===== config.mk =====
export PLATFORM = sky130hd
export DESIGN_NAME = uart_cmd_slave
export DESIGN_NICKNAME = d
export VERILOG_FILES = /design/src/rtl/uart_cmd_slave.sv
export SDC_FILE = /design/constraint.sdc
export NUM_CORES = 1
export LEC_CHECK = 0
export ABC_AREA = 1
export CORE_UTILIZATION = 35
export CTS_CLUSTER_SIZE = 14
export DETAILED_ROUTE_END_ITERATION = 12
export SETUP_SLACK_MARGIN = 0.02
export SLEW_MARGIN = 0
export SYNTH_ARGS = -nofsm -noshare
export SYNTH_HDL_FRONTEND = slang
export SYNTH_SLANG_ARGS = --single-unit

===== constraint.sdc =====
create_clock -name clk -period 3.83 [get_ports clk]
set_input_delay 0.766 -clock clk [delete_from_list [all_inputs] [get_ports clk]]
set_output_delay 0.766 -clock clk [all_outputs]
set_load 0.02 [all_outputs]

===== src/rtl/uart_cmd_slave.sv =====
`default_nettype none
// ============================================================================
// uart_cmd_slave : assembles 3-byte commands from a UART receiver and sends
//                  1-byte responses back through the same transceiver.
// Revision       : 1.0
// ============================================================================
module uart_cmd_slave #(
    parameter int TO_CYCLES = 1000000
) (
    input  logic        clk,
    input  logic        rst_n,
    input  logic        rx_rdy,
    input  logic [7:0]  rx_data,
    output logic        clr_rx_rdy,
    output logic [23:0] cmd,
    output logic        cmd_rdy,
    input  logic        clr_cmd_rdy,
    input  logic [7:0]  resp,
    input  logic        send_resp,
    output logic        trmt,
    output logic [7:0]  tx_data,
    input  logic        tx_done,
    output logic        resp_sent,
    output logic        frame_err
);

    localparam int                 C_CNT_W   = $clog2(TO_CYCLES);
    localparam logic [C_CNT_W-1:0] C_TO_LAST = C_CNT_W'(TO_CYCLES - 1);

    typedef enum logic [1:0] {
        WAIT_B0   = 2'd0,
        WAIT_B1   = 2'd1,
        WAIT_B2   = 2'd2,
        CMD_VALID = 2'd3
    } rx_state_t;

    typedef enum logic [0:0] {
        TX_IDLE = 1'b0,
        TX_BUSY = 1'b1
    } tx_state_t;

    rx_state_t          rx_state_q, rx_state_d;
    tx_state_t          tx_state_q, tx_state_d;
    logic [15:0]        asm_q, asm_d;
    logic [C_CNT_W-1:0] to_cnt_q, to_cnt_d;
    logic [23:0]        cmd_q, cmd_d;
    logic               cmd_rdy_q, cmd_rdy_d;
    logic               frame_err_q, frame_err_d;
    logic               trmt_q, trmt_d;
    logic [7:0]         tx_data_q, tx_data_d;
    logic               resp_sent_q, resp_sent_d;

    // While a command is held, the next byte stays pending in the transceiver.
    assign clr_rx_rdy = rx_rdy && (rx_state_q != CMD_VALID);

    always_comb begin
        rx_state_d  = rx_state_q;
        asm_d       = asm_q;
        to_cnt_d    = '0;
        cmd_d       = cmd_q;
        cmd_rdy_d   = cmd_rdy_q;
        frame_err_d = 1'b0;
        unique case (rx_state_q)
            WAIT_B0: begin
                if (rx_rdy) begin
                    asm_d[15:8] = rx_data;
                    rx_state_d  = WAIT_B1;
                end
            end
            WAIT_B1, WAIT_B2: begin
                if (rx_rdy) begin
                    if (rx_state_q == WAIT_B1) begin
                        asm_d[7:0] = rx_data;
                        rx_state_d = WAIT_B2;
                    end else begin
                        cmd_d      = {asm_q, rx_data};
                        cmd_rdy_d  = 1'b1;
                        rx_state_d = CMD_VALID;
                    end
                end else if (to_cnt_q == C_TO_LAST) begin
                    // Gap too long: drop the partial frame and resync on the next byte.
                    asm_d       = '0;
                    frame_err_d = 1'b1;
                    rx_state_d  = WAIT_B0;
                end else begin
                    to_cnt_d = to_cnt_q + C_CNT_W'(1);
                end
            end
            CMD_VALID: begin
                if (clr_cmd_rdy) begin
                    cmd_rdy_d  = 1'b0;
                    rx_state_d = WAIT_B0;
                end
            end
            default: rx_state_d = WAIT_B0;
        endcase
    end

    always_comb begin
        tx_state_d  = tx_state_q;
        tx_data_d   = tx_data_q;
        trmt_d      = 1'b0;
        resp_sent_d = 1'b0;
        unique case (tx_state_q)
            TX_IDLE: begin
                if (send_resp) begin
                    tx_data_d  = resp;
                    trmt_d     = 1'b1;
                    tx_state_d = TX_BUSY;
                end
            end
            TX_BUSY: begin
                if (tx_done) begin
                    resp_sent_d = 1'b1;
                    tx_state_d  = TX_IDLE;
                end
            end
            default: tx_state_d = TX_IDLE;
        endcase
    end

    always_ff @(posedge clk or negedge rst_n) begin
        if (!rst_n) begin
            rx_state_q  <= WAIT_B0;
            tx_state_q  <= TX_IDLE;
            asm_q       <= '0;
            to_cnt_q    <= '0;
            cmd_q       <= '0;
            cmd_rdy_q   <= 1'b0;
            frame_err_q <= 1'b0;
            trmt_q      <= 1'b0;
            tx_data_q   <= '0;
            resp_sent_q <= 1'b0;
        end else begin
            rx_state_q  <= rx_state_d;
            tx_state_q  <= tx_state_d;
            asm_q       <= asm_d;
            to_cnt_q    <= to_cnt_d;
            cmd_q       <= cmd_d;
            cmd_rdy_q   <= cmd_rdy_d;
            frame_err_q <= frame_err_d;
            trmt_q      <= trmt_d;
            tx_data_q   <= tx_data_d;
            resp_sent_q <= resp_sent_d;
        end
    end

    assign cmd       = cmd_q;
    assign cmd_rdy   = cmd_rdy_q;
    assign frame_err = frame_err_q;
    assign trmt      = trmt_q;
    assign tx_data   = tx_data_q;
    assign resp_sent = resp_sent_q;

endmodule
`default_nettype wire


Word-level counts from Yosys, hierarchy flattened
Cells that the tools add are included.

storage, ports and cells
  register bits = 75
  input port bits = 22

operators by class
  reduce and logical (&&, ||, !) cells = 12
  eq/ne operators = 13
  bitwise logic cells = 2
  $add $sub $neg = 1
  mux-type cells = 28

operators by type and width
  kind                                                                      number
  20-bit two-way mux                                                        3
  8-bit two-way mux                                                         4
  20-bit by 1-bit adder with 20-bit output (second input constant)          1
  20-bit == test (second input constant)                                    1
  16-bit two-way mux                                                        1
  8-bit one-hot mux with 2 select lines                                     1
  2-bit inequality test (second input constant)                             7
  1-bit two-way mux                                                         12
  3-bit AND reduction                                                       3
  2-bit two-way mux                                                         4
  4-bit AND reduction                                                       2
  2-bit one-hot mux with 3 select lines                                     1
  2-bit nonzero test                                                        3
  2-bit == test (second input constant)                                     2
  1-bit one-hot mux with 2 select lines                                     2
  3-bit inequality test (second input constant)                             1
  2-bit by 1-bit == test with 1-bit output (second input constant)          1
  2-bit logical NOT                                                         1
  2-bit by 1-bit inequality test with 1-bit output (second input constant)  1
  1-bit inverter                                                            2
  2-bit AND reduction                                                       1
  2-bit OR reduction                                                        1
  1-bit logical AND                                                         1

Depth between registers and ports, before layout
  depth in word-level cells = 4
  mapped depth = 10
  depth with buffers taken out = 9

Worst setup path after synthesis
OpenSTA, ideal clock, no wires.

  kind = input to output
  start point = input port rx_rdy
  end point = output port clr_rx_rdy
  arrival = 1.240 ns
  cell stages on the path = 3
  required time = 3.064 ns
  slack = 1.824 ns
  cell sequence = buf_6 -> inv_1 -> nor2_1

on the way
  longest elaborated chain between the ends = 1

RTL lines
  item               line  source
  start, declared    12    input logic rx_rdy,
  1-bit logical AND  54    assign clr_rx_rdy = rx_rdy && (rx_state_q != CMD_VALID);
  end, declared      14    output logic clr_rx_rdy,

Every way passes these cells.

Worst setup path in the final report
Same ends and word-level chain as after synthesis.

==> impl_metrics.json <==
{
  "status": "completed",
  "start_util_pct": 36.7,
  "grt_max_degree": 76,
  "syn-mean-instance-area_um2": 9.59,
  "startpoint_type": "input port",
  "total_leakage_power_uw": 0.00208,
  "report.final.hold_viol_count": 0,
  "maxCapViolCount": 0,
  "core_area_um2": 9420,
  "rows": 35,
  "synth_compound_area_share_pct": 1.41,
  "routed_via_density": 4.66,
  "fin_nets": 446,
  "holdPathStages": 2,
  "critPathKind": "input port to output port",
  "synth_edf_count": 0,
  "stdcell_area_um2": 4360,
  "yosysSeqAreaShare_pct": 54.3,
  "cts_tree": "done",
  "slowest_delay_ps": 620,
  "synthArstFlopShare_pct": 100,
  "crit_fanout": 5,
  "fin_crit_ps": 2900,
  "fin_tns_setup_ps": 0,
  "n_fill_cell": 908,
  "ys.flop_type": "dfrtp_1",
  "rrSetupSlack_ps": 1610,
  "slew_viol_final": 0,
  "htreeDepth": 3,
  "period_share_pct": 75.8,
  "final_cells": 554,
  "port_buffers": 58,
  "yosysWarnings": 0,
  "cts_hold_buf": 0,
  "dp.cells": 538,
  "place_hpwl_um": 4810,
  "synth_xor_area_share_pct": 1.78,
  "num_vias": 2579,
  "die_x_um": 101,
  "netlist_area_um2": 3450,
  "cp_slowest_cell": "clkdlybuf4s50_1",
  "hold_class": "flop to flop",
  "wl_um": 6940,
  "crit_top_cell": "clkdlybuf4s50_1",
  "required_ps": 3060,
  "clock.fmax_mhz": 345,
  "startpoint": "rx_rdy",
  "min_to": "resp_sent",
  "synthSimpleGateAreaFrac_pct": 25.5,
  "ys_types": 31,
  "drc": 0,
  "final_common_cell": "nand2_1",
  "synth_adder_area_share_pct": 1.45,
  "cp-end-kind": "output port",
  "worstPathBufferInverterCount": 3,
  "final_antenna_net_count": 0,
  "finClkSkew_ps": 13.5,
  "relSlewSlack_pct": 37.2,
  "dpl_worst_slack_ps": 943,
  "antenna_found_initial": 0,
  "synth-seq-cells": 75,
  "drtIter0Drc": 90,
  "rsz0062_at_grt": "no",
  "clk_latency_ps": 350,
  "track_usage_pct": 14.6,
  "grt_pass1_vias": 2481,
  "cts_made_buffers": 9,
  "gp_congestion": 0.777,
  "finalSetupViolations": 0,
  "dieArea_um2": 10300,
  "final_cell_mix": "95 x nand2_1, 75 x dfrtp_1, 57 x clkdlybuf4s50_1",
  "place_area_um2": 4130,
  "layout-area-overhead-vs-synth_pct": 26.2,
  "die_height_um": 101,
  "synthMuxAreaShare_pct": 9.89,
  "num_antenna_cells": 0,
  "syn-num-nets": 386,
  "clkSinkCount": 75,
  "path_clk_slew_ps": 70,
  "grt_remaining_overflow": 0,
  "drive_gt1_share_pct": 11.3,
  "reg2reg_to": "cmd[4]",
  "cp_top_family": "buffers and inverters",
  "synth_top_family_by_area": "simple AND/OR/NAND/NOR gates",
  "power_density_nw_per_um2": 701,
  "ir_worst_vdd_uv": 257,
  "synthCells": 360,
  "worstMarginPinSlew_ps": 942,
  "clock_path_buffers": 2,
  "grt_pass1_wl_um": 11600,
  "reg2regPathDepth": 6,
  "min_from": "tx_state_q",
  "reg2reg_from": "rx_state_q[0]",
  "cts_setup_buffers": 0,
  "pin_count": 59,
  "cts_resized": 0,
  "dr.pass1.iters": 4,
  "cts-root-buf": "clkbuf_8",
  "wire_per_inst_um": 12.5,
  "setup_ws_ps": 929,
  "crit_chain": "clkdlybuf4s50_1 > inv_1 > nor2_1 > clkdlybuf4s50_1",
  "critPathArrivalTime_ps": 2140
}
==> metal layers <==
metal	vias to the layer above	share of wire, %	track usage, %	routed length [um]
li1	1293	-	-	-
met1	1220	49	19.4	3380
met2	59	46	23.0	3200
met3	7	4.2	3.66	291
met4	0	1.0	5.57	70
met5	-	0	0	0
==> layout make-up <==
cell class,count,area (um2),share of cell area (%)
well taps,129,161,3.70
clock buffers,10,138,3.16
flip-flops and latches,75,1880,43.1
inverters,30,113,2.58
multi-input cells,244,1380,31.7
repair buffers,60,593,13.6
clock inverters,6,93.8,2.15
==> sequential cells by signal, indices dropped and copies added, names as in the netlist <==
| register | count |
|---|---|
| asm_q | 16 |
| cmd | 24 |
| cmd_rdy | 1 |
| frame_err | 1 |
| resp_sent | 1 |
| rx_state_q | 2 |
| to_cnt_q | 20 |
| trmt | 1 |
| tx_data | 8 |
| tx_state_q | 1 |
==> how the worst max path moves through the flow <==
stage                       to  slack, ps  depth (start not counted)
detailed placement  clr_rx_rdy        940                          4
CTS                 clr_rx_rdy        920                          4
global route        clr_rx_rdy        870                          4
global placement    clr_rx_rdy        920                          4
floorplan           clr_rx_rdy       1820                          3
finish              clr_rx_rdy        930                          4
==> worst reg2reg max path: cells and delay by family, from the launching register on <==
kind	cells	cell delay (ps)
fa+ha+maj	1	490
buf+inv	2	450
flops	1	410
mux	1	390
simple gates	2	370
==> logic make-up after synthesis <==
| kind of cell | Yosys count |
|---|---|
| flops | 75 |
| xor+xnor | 7 |
| compound gates | 9 |
| buf+inv | 41 |
| fa+ha+maj | 4 |
| simple gates | 200 |
| mux | 24 |
==> where the power goes <==
group | switching, uW | total, uW | internal, uW | leakage, uW
Sequential | 129 | 1160 | 1030 | 0.000964
Combinational | 610 | 1200 | 592 | 0.00101
Clock | 304 | 694 | 390 | 0.000113
==> per-stage QoR <==
step | hold slack [ps] | total power, uW | util, %
global route | 495 | 3250 | 46.3
CTS | 466 | 3090 | 46.3
detailed placement | 448 | 2390 | 43.8
global placement | 443 | 2370 | 43.8
floorplan | 431 | 1970 | -
finish | 462 | 3060 | 46.3
==> cells in the mapped netlist, types with 2 or more instances <==
library cell	count	area, um2
xor2_1	5	43.8
clkinv_1	2	7.51
nand4_1	23	144
xnor2_1	2	17.5
ha_1	4	50.1
a21oi_1	2	10.0
nor2_1	42	158
o21ai_0	5	25.0
buf_6	4	45.0
buf_4	2	15.0
inv_1	27	101
mux2_2	5	56.3
nor3b_1	3	22.5
nand2_1	95	357
nor3_1	5	25.0
dfrtp_1	75	1880
clkbuf_1	4	15.0
nand3_1	23	115
and3_1	2	12.5
mux2_4	19	285
Power figures use the tool's default switching activity.
